### config.mk
export PLATFORM = sky130hd
export DESIGN_NAME = fifo_word_packer
export DESIGN_NICKNAME = d
export VERILOG_FILES = /design/src/rtl/fifo_word_packer.sv
export SDC_FILE = /design/constraint.sdc
export NUM_CORES = 1
export LEC_CHECK = 0
export BUFFER_PORTS_ARGS = -buffer_cell sky130_fd_sc_hd__buf_2
export CAP_MARGIN = 20
export CORE_ASPECT_RATIO = 0.7
export CORE_UTILIZATION = 35
export CTS_CLUSTER_DIAMETER = 50
export DETAILED_ROUTE_END_ITERATION = 10
export SYNTH_ARGS = -nofsm -noshare
export SYNTH_HDL_FRONTEND = slang
export SYNTH_SLANG_ARGS = --single-unit
### constraint.sdc
create_clock -name clk -period 2 [get_ports clk]
set_input_delay 0.4 -clock clk [delete_from_list [all_inputs] [get_ports clk]]
set_output_delay 0.4 -clock clk [all_outputs]
set_load 0.005 [all_outputs]
### src/rtl/fifo_word_packer.sv
`default_nettype none
// ============================================================================
// Module      : fifo_word_packer
// Description : Pops bytes from a synchronous byte FIFO and packs BYTES
//               consecutive bytes, little-endian, into one BYTES*8-bit word
//               presented on a valid/ready output. A flush request emits a
//               partially filled word together with its byte count.
//
// Ports
//   clk         in   single clock, rising edge
//   rst_n       in   synchronous active-low reset
//   fifo_empty  in   FIFO empty flag
//   fifo_data   in   FIFO read data, valid the cycle after fifo_r_en
//   fifo_r_en   out  FIFO pop request (combinational)
//   flush       in   request to emit the partial word (pulse or level)
//   m_valid     out  output word valid
//   m_ready     in   downstream accept
//   m_data      out  packed word, byte k in [8k+7:8k]
//   m_bytes     out  number of valid bytes in m_data (1..BYTES)
//
// Revision    : 1.0 - initial release
// ============================================================================
module fifo_word_packer #(
    parameter int BYTES = 4,
    parameter int CW    = $clog2(BYTES + 1)
) (
    input  logic               clk,
    input  logic               rst_n,
    input  logic               fifo_empty,
    input  logic [7:0]         fifo_data,
    output logic               fifo_r_en,
    input  logic               flush,
    output logic               m_valid,
    input  logic               m_ready,
    output logic [BYTES*8-1:0] m_data,
    output logic [CW-1:0]      m_bytes
);

    localparam logic [CW-1:0] c_bytes     = CW'(BYTES);
    localparam logic [CW:0]   c_bytes_ext = (CW + 1)'(BYTES);

    typedef enum logic [0:0] {
        S_FILL = 1'b0,
        S_OUT  = 1'b1
    } state_t;

    state_t             r_state;
    state_t             w_state_nxt;
    logic [CW-1:0]      r_count;
    logic [CW-1:0]      w_count_nxt;
    logic               r_pend;
    logic               r_flush_req;
    logic               w_flush_req_nxt;
    logic [BYTES*8-1:0] r_data;
    logic [BYTES*8-1:0] w_data_nxt;
    logic               r_valid;
    logic               w_valid_nxt;
    logic [CW-1:0]      r_bytes;
    logic [CW-1:0]      w_bytes_nxt;
    logic [CW:0]        w_inflight;
    logic               w_r_en;

    // Bytes already held plus the one still in flight; one bit wider so the
    // sum never wraps when count is already at BYTES.
    assign w_inflight = {1'b0, r_count} + {{CW{1'b0}}, r_pend};

    // Pop only while filling, with no flush pending, and only if the word
    // still has room once the in-flight byte lands (never over-pop).
    assign w_r_en = rst_n & ~fifo_empty & (r_state == S_FILL) & ~r_flush_req
                  & (w_inflight < c_bytes_ext);

    always_comb begin
        w_state_nxt     = r_state;
        w_count_nxt     = r_count;
        w_data_nxt      = r_data;
        w_valid_nxt     = r_valid;
        w_bytes_nxt     = r_bytes;
        w_flush_req_nxt = r_flush_req | flush;

        unique case (r_state)
            S_FILL: begin
                if (r_pend) begin
                    // The byte popped last cycle lands in lane 'count'.
                    for (int k = 0; k < BYTES; k++) begin
                        if (r_count == CW'(k)) begin
                            w_data_nxt[8*k +: 8] = fifo_data;
                        end
                    end
                    w_count_nxt = r_count + CW'(1);
                    if (w_count_nxt == c_bytes) begin
                        w_state_nxt = S_OUT;
                        w_valid_nxt = 1'b1;
                        w_bytes_nxt = c_bytes;
                    end
                end else if (r_flush_req && (r_count != '0)) begin
                    w_state_nxt = S_OUT;
                    w_valid_nxt = 1'b1;
                    w_bytes_nxt = r_count;
                end

                // Nothing buffered and nothing in flight: the flush has
                // nothing left to emit, so drop it unless it is re-asserted.
                if (!r_pend && (r_count == '0) && !flush) begin
                    w_flush_req_nxt = 1'b0;
                end
            end

            S_OUT: begin
                if (m_ready) begin
                    w_state_nxt = S_FILL;
                    w_count_nxt = '0;
                    w_data_nxt  = '0;
                    w_valid_nxt = 1'b0;
                    w_bytes_nxt = '0;
                end
            end

            default: begin
                w_state_nxt = S_FILL;
            end
        endcase
    end

    always_ff @(posedge clk) begin
        if (!rst_n) begin
            r_state     <= S_FILL;
            r_count     <= '0;
            r_pend      <= 1'b0;
            r_flush_req <= 1'b0;
            r_data      <= '0;
            r_valid     <= 1'b0;
            r_bytes     <= '0;
        end else begin
            r_state     <= w_state_nxt;
            r_count     <= w_count_nxt;
            r_pend      <= w_r_en;
            r_flush_req <= w_flush_req_nxt;
            r_data      <= w_data_nxt;
            r_valid     <= w_valid_nxt;
            r_bytes     <= w_bytes_nxt;
        end
    end

    assign fifo_r_en = w_r_en;
    assign m_valid   = r_valid;
    assign m_data    = r_data;
    assign m_bytes   = r_bytes;

endmodule
`default_nettype wire

==> results.sh <==
export IMPL_status="finished clean"
export IMPL_cp_depth=4
export IMPL_rsz0062_at_grt="no"
export IMPL_io_pins=50
export IMPL_hp_class="primary input to flip-flop"
export IMPL_fin_crit_ns=1.84
export IMPL_synth_top_area_share_pct=45.7
export IMPL_min_path_cells=3
export IMPL_ys_top_cells_by_area="dfxtp_1, a21boi_0, nand3_1, nand2_1, ha_1"
export IMPL_setup_worst_path_start_class="flip-flop"
export IMPL_drv_cap=0
export IMPL_cts_tree="built"
export IMPL_grt_total_usage_pct=19.1
export IMPL_fp_dieArea_um2=5550
export IMPL_drc_errors=0
export IMPL_total_power_mw=1.70
export IMPL_synth_area_leader_cell="dfxtp_1"
export IMPL_drive_gt1_share_pct=27.5
export IMPL_portBuffers=49
export IMPL_fill_cells=494
export IMPL_fin_cells=327
export IMPL_holdPathEnd="r_flush_req"
export IMPL_max_stage_delay_ns=0.42
export IMPL_grt_overflow=0
export IMPL_yosysUniqueCellTypes=29
export IMPL_mostFrequentLayoutCells="buf_2, dfxtp_1, nand2_1"
export IMPL_grt_pass1_vias=1489
export IMPL_gp_congestion=0.839
export IMPL_report_final_slew_viol_count=0
export IMPL_wl_mm=4.80
export IMPL_synth_ff_type="dfxtp_1"
export IMPL_crit_fanout=9
export IMPL_drtAntennaViolNets=0
export IMPL_ys_async_sr_fraction_pct=0
export IMPL_cp_slowest_cell="dfxtp_1"
export IMPL_path_clk_slew_ns=0.08
export IMPL_cts_resized=0
export IMPL_rows=21
export IMPL_vias_per_cell=5.04
export IMPL_core_um2=4910
export IMPL_cts_hold_fix_buffers=0
export IMPL_synthToLayoutAreaGrowth_pct=23.2
export IMPL_ff2ff_setup_slack_ns=0.19
export IMPL_min_delay_start="flush"
export IMPL_r2r_end="m_bytes[2]"
export IMPL_grt_pass1_wl_mm=7.87
export IMPL_reg2reg_from="r_count[0]"
export IMPL_die_h_um=62.6
export IMPL_crit_required_ns=1.60
export IMPL_drt_wirelength_per_cell_um=14.7
export IMPL_cpLargestDelayFamily="flip-flops"
export IMPL_cts_buffer_depth=2
export IMPL_drt_pass1_iter_count=4
export IMPL_h_tree_depth=2
export IMPL_die_width_um=88.6
export IMPL_final_common_cell="buf_2"
export IMPL_nets=275
export IMPL_cellPowerDensity_nw_per_um2=749
export IMPL_synth_seq_cells=42
export IMPL_crit_chain="nor2_4 > nand3b_1 > a311oi_1 > buf_2"
export IMPL_clockRootBuffer="clkbuf_8"
export IMPL_fmax_ghz=0.543
export IMPL_ff2ff_path_depth=6
export IMPL_drt_iter0_drc=101
export IMPL_skew_ns=0.00562
export IMPL_p_leak_nw=0.935
export IMPL_ys_seq_area_share_pct=45.7
export IMPL_antenna_found_initial=0
export IMPL_synthesis_area_um2=1840
export IMPL_yosysWarnings=0
export IMPL_endpoint_kind="output pin"
export IMPL_max_slew_margin_pct=64.1
export IMPL_synthCells=205
export IMPL_num_antenna_cells=0
export IMPL_synth_edff_count=0
export IMPL_synth_avg_cell_area_um2=8.97
export IMPL_timing_hold_ws_ns=0.333
export IMPL_critPathKind="flip-flop to output pin"
export IMPL_setup_violations=0
export IMPL_worstPathArrival_ns=1.44
export IMPL_grt_start_max_net_pins=45
export IMPL_syn_num_nets=223
export IMPL_dpl_hpwl_mm=3.37
export IMPL_cts_buffers=5
export IMPL_finalCritPeriodShare_pct=92.1
export IMPL_crit_buf_inv=1
export IMPL_fin_area_um2=2260
export IMPL_finalHoldViolCount=0
export IMPL_initial_core_util_pct=37.4
export IMPL_worst_pin_slew_ns=0.538
export IMPL_vias=1649
export IMPL_placed_area_um2=2140
export IMPL_placed_cells=317
export IMPL_clock_sinks=42
export IMPL_ir_drop_v=0.000368
export IMPL_setup_tns_final_ns=0
export IMPL_worstSkewPairLatency_ns=0.30
==> power by group <==
part	internal (mW)	leakage, nW	switching, mW
Sequential	0.853	0.340	0.0195
Combinational	0.0606	0.544	0.0822
Clock	0.373	0.0514	0.309
==> worst max-delay path by stage <==
stage / from / slack, ns / end
2_1_floorplan: r_count[0] / 0.37 / m_bytes[2]
3_3_place_gp: r_count[0] / 0.28 / m_bytes[2]
3_5_place_dp: r_count[0] / 0.22 / m_bytes[2]
4_1_cts: r_state / 0.11 / fifo_r_en
5_1_grt: r_state / 0.005 / fifo_r_en
6_report: r_state / 0.16 / fifo_r_en
==> worst register-to-register path: cells and delay by family (launching register included) <==
kind / cells / cell delay [ns]
AOI/OAI and AO/OA: 2 / 0.62
adders and majority gates: 1 / 0.23
buffers and inverters: 1 / 0.11
DFF: 1 / 0.47
and+or+nand+nor: 2 / 0.28
==> routing by layer <==
| metal | global-route usage [%] | routed length, um | vias to the layer above |
|---|---|---|---|
| li1 | - | - | 817 |
| met1 | 29.5 | 2560 | 769 |
| met2 | 24.4 | 1840 | 55 |
| met3 | 4.89 | 323 | 8 |
| met4 | 7.66 | 72 | 0 |
| met5 | 0 | 0 | - |
==> through the flow <==
| stage | worst slack, ns | utilization, % |
|---|---|---|
| final | 0.159 | 46.1 |
| after global routing | 0.00544 | 46.1 |
| after CTS | 0.107 | 45.8 |
| after detailed placement | 0.225 | 43.5 |
| after global placement | 0.275 | 43.5 |
| after floorplan | 0.371 | - |
==> synthesized netlist by cell type (3+ instances only) <==
cell	count
clkbuf_8	3
nor2_1	3
and3_1	3
nand2_1	38
ha_1	5
nand4_1	8
clkbuf_1	5
a21boi_0	31
buf_2	6
inv_1	4
a21oi_1	3
dfxtp_1	42
nor2b_1	5
nand3_1	29
==> timing repair <==
| action | in CTS | in global routing |
|---|---|---|
| setup buffers | 0 | 2 |
| setup endpoints to repair | 0 | 1 |
| hold endpoints to repair | 0 | 0 |
==> final cells by class <==
| type | instances | area, um^2 | area share (%) |
|---|---|---|---|
| clock buffer | 6 | 72.6 | 3.20 |
| clock inverter | 2 | 37.5 | 1.66 |
| inverter | 5 | 18.8 | 0.829 |
| multi-input combinational | 144 | 888 | 39.2 |
| sequential | 42 | 841 | 37.1 |
| tap | 69 | 86.3 | 3.81 |
| timing repair buffer | 59 | 320 | 14.1 |
==> state kept, by name, summed over array words and instances (netlist names) <==
signal	cells
m_bytes	3
m_data	32
m_valid	1
r_count	3
r_flush_req	1
r_pend	1
r_state	1
==> cell families after synthesis <==
kind of cell,after synthesis,synth area share (%)
fa+ha+maj,5,3.40
compound gates,44,18.9
simple gates,93,24.9
buf+inv,19,5.92
mux,2,1.09
flops,42,45.7
Note: power is estimated with default switching activity, not from simulation.
